<file path="src/rtl/lm_sm_sequencer.sv">
// rtl/lm_sm_sequencer.sv - LM/SM register-list expander issuing one transfer micro-op per cycle
module lm_sm_sequencer #(
   parameter int ADDR_W = 16,
   parameter int NREG   = 8
) (
   input  logic              clk,
   input  logic              reset_n,
   input  logic              start,
   input  logic [15:0]       ir,
   input  logic [ADDR_W-1:0] base_addr,
   input  logic              stall_in,
   input  logic              flush,
   output logic              busy,
   output logic              stall_fetch,
   output logic              uop_valid,
   output logic              uop_is_store,
   output logic [2:0]        uop_reg,
   output logic [ADDR_W-1:0] uop_addr,
   output logic [3:0]        remaining,
   output logic              done
);

   typedef enum logic [1:0] {ST_IDLE, ST_RUN, ST_DONE} state_t;

   state_t            state, state_nxt;
   logic [NREG-1:0]   list_q;
   logic [ADDR_W-1:0] addr_q;
   logic              is_store_q;

   logic              accept;
   logic              consume;
   logic              last_bit;
   logic [NREG-1:0]   low_mask;
   logic [2:0]        low_idx;
   logic [3:0]        pop_cnt;

   assign accept   = (state == ST_IDLE) && start && (ir[15:13] == 3'b011) && !flush;
   assign consume  = (state == ST_RUN) && !stall_in;
   // Isolate the lowest set bit; the sequence ends when nothing else is left.
   assign low_mask = list_q & (~list_q + NREG'(1));
   assign last_bit = (list_q & ~low_mask) == '0;

   always_comb begin
      low_idx = '0;
      pop_cnt = '0;
      for (int i = NREG - 1; i >= 0; i--) begin
         if (list_q[i]) low_idx = 3'(i);
         pop_cnt = pop_cnt + {3'b000, list_q[i]};
      end
   end

   always_ff @(posedge clk or negedge reset_n) begin
      if (!reset_n) state <= ST_IDLE;
      else          state <= state_nxt;
   end

   always_comb begin
      state_nxt    = state;
      busy         = (state != ST_IDLE);
      stall_fetch  = (state != ST_IDLE) || accept;
      uop_valid    = 1'b0;
      uop_is_store = 1'b0;
      uop_reg      = '0;
      uop_addr     = '0;
      remaining    = '0;
      done         = 1'b0;
      case (state)
         ST_IDLE: begin
            if (accept) state_nxt = (ir[NREG-1:0] != '0) ? ST_RUN : ST_DONE;
         end
         ST_RUN: begin
            uop_valid    = 1'b1;
            uop_is_store = is_store_q;
            uop_reg      = low_idx;
            uop_addr     = addr_q;
            remaining    = pop_cnt;
            if (consume && last_bit) state_nxt = ST_DONE;
         end
         ST_DONE: begin
            done      = 1'b1;
            state_nxt = ST_IDLE;
         end
         default: state_nxt = ST_IDLE;
      endcase
      if (flush) state_nxt = ST_IDLE;
   end

   always_ff @(posedge clk or negedge reset_n) begin
      if (!reset_n) begin
         list_q     <= '0;
         addr_q     <= '0;
         is_store_q <= 1'b0;
      end else if (flush) begin
         list_q <= '0;
      end else if (accept) begin
         list_q     <= ir[NREG-1:0];
         addr_q     <= base_addr;
         is_store_q <= ir[12];
      end else if (consume) begin
         list_q <= list_q & ~low_mask;
         addr_q <= addr_q + ADDR_W'(1);
      end
   end

endmodule

</file>
<file path="config.mk">
export PLATFORM = sky130hd
export DESIGN_NAME = lm_sm_sequencer
export DESIGN_NICKNAME = d
export VERILOG_FILES = /design/src/rtl/lm_sm_sequencer.sv
export SDC_FILE = /design/constraint.sdc
export NUM_CORES = 1
export LEC_CHECK = 0
export CAP_MARGIN = 10
export CORE_AREA = 4 4 113 61
export DETAILED_ROUTE_END_ITERATION = 12
export DIE_AREA = 0 0 117 65
export PLACE_DENSITY = 0.71
export REMOVE_ABC_BUFFERS = 1
export SLEW_MARGIN = 0
export SYNTH_ARGS = -nofsm -noshare
export SYNTH_HDL_FRONTEND = slang
export SYNTH_SLANG_ARGS = --single-unit
</file>
<file path="constraint.sdc">
create_clock -name clk -period 10.27 [get_ports clk]
set_clock_uncertainty 0.15 [all_clocks]
set_input_delay 3.081 -clock clk [delete_from_list [all_inputs] [get_ports clk]]
set_output_delay 3.081 -clock clk [all_outputs]
set_load 0.05 [all_outputs]
</file>
Word-level counts from Yosys, hierarchy flattened. Index checks and enable logic that the tools add are counted.

Register bits after elaboration: 27. Input bits: 37. Output and inout bits: 28. Logic and storage cells: 64.

$add $sub $neg: 9. Equality and inequality tests: 5. Mux-type cells: 24. Bitwise gates (word level): 5. Reduce and logical (&&, ||, !) cells: 17.

Operators with widths (count): $mux 16 (3); $mux 3 (9); $mux 8 (3); $add 16x1->16 const B (1); $add 4x1->4 (4); $and 8x8->8 (2); $not 8->8 (2); $add 8x1->8 const B (1); $logic_not 8->1 (1); $mux 2 (4); $reduce_bool 8->1 (1); $reduce_and 2->1 (3); $logic_and 1x1->1 (5); $add 3x1->4 (1); $mux 4 (1); $pmux 2 s2 (1); $reduce_bool 2->1 (2); $add 2x1->3 (1); $eq 3x2->1 const B (1); $mux 1 (3); $ne 3x2->1 const B (1); $ne 3x3->1 const B (1); $reduce_bool 3->1 (1); $add 1x1->2 (1); 6 further kinds (7).

Longest topological paths before layout.
Word-level depth: 10. Mapped depth: 10. Gate-level depth less buffers: 10.

Worst setup path after synthesis. No wires, ideal clock.

Path type: input to output. Start: in ir[15]. End: out stall_fetch. Arrival: 4200 ps. Data required time: 7039 ps. Slack: 2839 ps. Stages: 4. Buffers on the path: 1. Cell sequence: nand4b_1 -> nor3_1 -> clkbuf_1 -> or2_2.

Word-level cells in the longest chain between the ends: 4.

Ends and longest elaborated chain: start: declaration (line 9) `input logic [15:0] ir,`; $eq 3x2->1 (line 37) `assign accept = (state == ST_IDLE) && start && (ir[15:13] == 3'b011) && !flush;`; $logic_and 1x1->1 (2 in a row) (line 37); $logic_or 1x1->1 (line 60) `stall_fetch = (state != ST_IDLE) || accept;`; end: declaration (line 14) `output logic stall_fetch,`.

Every way passes these cells.

Worst setup path after layout.
Start: in flush. End: out stall_fetch.

Word-level cells in the longest chain between the ends: 3.

Ends and longest elaborated chain: start: declaration (line 12) `input logic flush,`; $logic_not 1->1 (line 37); $logic_and 1x1->1 (line 37); $logic_or 1x1->1 (line 60).

Every way passes these cells.

==> run summary <==
antenna-violating nets left -> 0
vias per inst -> 5.61
adder and majority gate portion of the synthesized area -> 7.64%
Worst R2R End -> list_q[5]
placed wire-length estimate -> 4880 µm
largest family of logic cells by synthesized area -> simple AND/OR/NAND/NOR gates
Die Area -> 0.00761 mm²
root buf cell -> clkbuf_16
crit path time final -> 8.70 ns
CTS Sinks -> 27
number of CTS-inserted buffers -> 3
Lkg Pwr -> 1.08 nW
Post-CTS Setup Repair Bufs -> 0
Flop pwr share -> 45.7%
post_cts resized -> 0
final hold vios -> 0
Critical Path Start Type -> primary input
hold_buf cts -> 0
Clock power frac -> 29.8%
Sw Ratio -> 30.6%
worst-margin pin slew -> 1.04 ns
TritonCTS clock tree -> yes
Hold WS -> 0.350 ns
# rows -> 20
reg-to-reg setup timing slack -> 7.73 ns
Post-synth EDFFs -> 0
final setup fails -> 0
die height -> 65 µm
htree depth -> 1
synth unique cells -> 59
peak supply drop -> 0.0693 mV
synthesized area -> 0.00203 mm²
Cells after Synth -> 240
vias in the first global route -> 2053
DRC Markers -> 0
R2R cell count -> 5
Total Power -> 0.296 mW
die width -> 117 µm
Setup TNS Final -> 0 ns
largest net degree at the start of global routing -> 28
f_max -> 0.115 GHz
share of the synthesized area in the top cell type -> 33.3%
syn avg cell area -> 8.46 µm²
Skew-Pair Late Insertion Delay -> 0.26 ns
post-synthesis mux area share -> 0.555%
Min-Delay Path Class -> register to register
status -> finished, final reports clean
nets -> 343
maxcap violations -> 0
total grt overflow -> 0
xor/xnor share of the synthesized area -> 3.02%
fin crit share -> 84.8%
post-layout util -> 46.8%
critical path endpoint category -> output pin
first-pass GRT wire length -> 10400 µm
critical path type -> primary input to output pin
WP data required -> 7.04 ns
Slew headroom -> 30.4%
initial DRC count -> 267
R2R Path Start -> state[1]
# IOs -> 65
sw power -> 0.0905 mW
Post-Synth Simple-Gate Area -> 28.4%
Final Wtd Congestion -> 0.874
synthesized flop and latch total -> 27
maximum buffer depth of the clock tree -> 2
diode count -> 0
Synth Flop Type -> dfrtp_1
fillcell total -> 582
clock-pin slew on the worst setup and hold paths -> 0.07 ns
number of antenna violations at the first check in global routing -> 0
buffers added on ports -> 60
Post-synth ARST share -> 100%
Synth area leaders -> dfrtp_1 (33%), nand2_1 (4.6%), nor2_1 (4.1%)
DRT Pass-1 Iters -> 5
pwr dens -> 107 mW/mm²
synth warn -> 0
compound-cell area share of the yosys netlist -> 20.3%
P&R area growth vs syn -> 36.3%
max-slew violations -> 0
share of cells above drive strength 1 -> 5.76%
dpl ws -> 1.59 ns
largest area contributor in the netlist -> dfrtp_1
via count -> 2087
RSZ-0062 raised after global routing -> false
sequential-to-total area share from yosys stat -> 33.3%
Arrival @ worst endpoint -> 5.47 ns
drt wl/cell -> 17.2 µm
Final WS setup -> 1.57 ns
Internal -> 0.205 mW
Comb pwr share -> 24.5%
Setup crit end -> stall_fetch
Critical Path Start -> flush
Core ar. -> 0.00591 mm²
Post-Route WL -> 6410 µm
CP Max Fanout -> 23
Overall Global Routing Usage -> 17.5%
starting density of the core -> 34.4%
==> final cells by class <==
class / instances / area [µm²] / share of cell area (%)
Timing Repair Buffer: 62 / 616 / 22.3
Multi-Input combinational cell: 181 / 1220 / 44.1
Clock buffer: 4 / 78.8 / 2.85
Sequential cell: 27 / 676 / 24.4
Tap cell: 77 / 96.3 / 3.48
Inverter: 21 / 78.8 / 2.85
==> kinds of logic (layout without fill, tap and decap cells) <==
logic type / after synthesis / in the layout
simple gates: 107 / 107
flops: 27 / 27
mux: 1 / 1
buf+inv: 32 / 87
fa+ha+maj: 10 / 10
compound gates: 56 / 56
xor+xnor: 7 / 7
==> worst min-delay path by stage <==
stage / slack, ns / from / depth (start not counted) / endpoint
6_report: 0.35 / is_store_q / 1 / is_store_q
5_1_grt: 0.40 / is_store_q / 1 / is_store_q
2_1_floorplan: 0.32 / is_store_q / 1 / is_store_q
3_5_place_dp: 0.34 / is_store_q / 1 / is_store_q
3_3_place_gp: 0.33 / is_store_q / 1 / is_store_q
4_1_cts: 0.35 / is_store_q / 1 / is_store_q
==> stage by stage <==
step / std cells / area [µm²]
final: 372 / 2770
after global routing: 372 / 2770
after CTS: 372 / 2770
after detailed placement: 368 / 2690
after global placement: 368 / 2690
after floorplan: 229 / 1970
==> worst max-delay path, stage by stage <==
cell	delay, ns
clkdlybuf4s50_1	0.82
nor3_2	0.31
buf_4	0.30
or2_2	0.16
clkdlybuf4s50_1	0.79
==> flip-flops by register name, summed over array words and instances, names as in the netlist <==
signal / cells
state: 2
is_store_q: 1
addr_q: 16
list_q: 8
==> cells in the final DEF, fill, tap and decap left out, types with 2 or more instances in the layout <==
cell type         n
nand2_1          25
o21ai_0           5
o32ai_1           2
inv_1            21
nor2_1           22
ha_1              6
clkbuf_16         3
a31oi_1           3
dfrtp_1          27
xor2_1            4
nand2b_1          3
a21oi_1          13
or3_1             3
nor4_1            6
a211o_1           2
and2_1           12
buf_4             2
o311ai_0          2
nor3_1            4
xnor2_1           3
a211oi_1          2
nand4_1           7
clkdlybuf4s50_1  60
o211ai_1          5
nand3_1          10
fa_1              4
o2111ai_1         2
o21ai_2           2
nor2b_1           2
a311o_1           2
==> per-layer routing <==
metal	share of wire [%]	vias up	global-route usage, %
li1	-	980	-
met1	47	980	25.3
met2	40	115	24.8
met3	11	12	6.34
met4	1.4	0	3.58
met5	0	-	0
==> power by group through the flow <==
stage	Combinational, mW	Sequential, mW	Clock, mW
6_report	0.0725	0.135	0.0879
4_1_cts	0.0724	0.135	0.0896
3_5_place_dp	0.0717	0.137	0
3_3_place_gp	0.0697	0.136	0
5_1_grt	0.0784	0.138	0.0960
2_1_floorplan	0.0422	0.132	0
==> cell usage after synthesis, types with 3 or more instances <==
library cell and n:
a21oi_1 13, a31oi_1 3, and2_1 12, clkbuf_1 7, dfrtp_1 27, fa_1 4, ha_1 6, inv_1 21
nand2_1 25, nand2b_1 3, nand3_1 10, nand4_1 7, nor2_1 22, nor3_1 5, nor4_1 6, o211ai_1 5
o21ai_0 5, or3_1 3, xnor2_1 3, xor2_1 4
No activity file was read; power rests on OpenSTA's default activity.
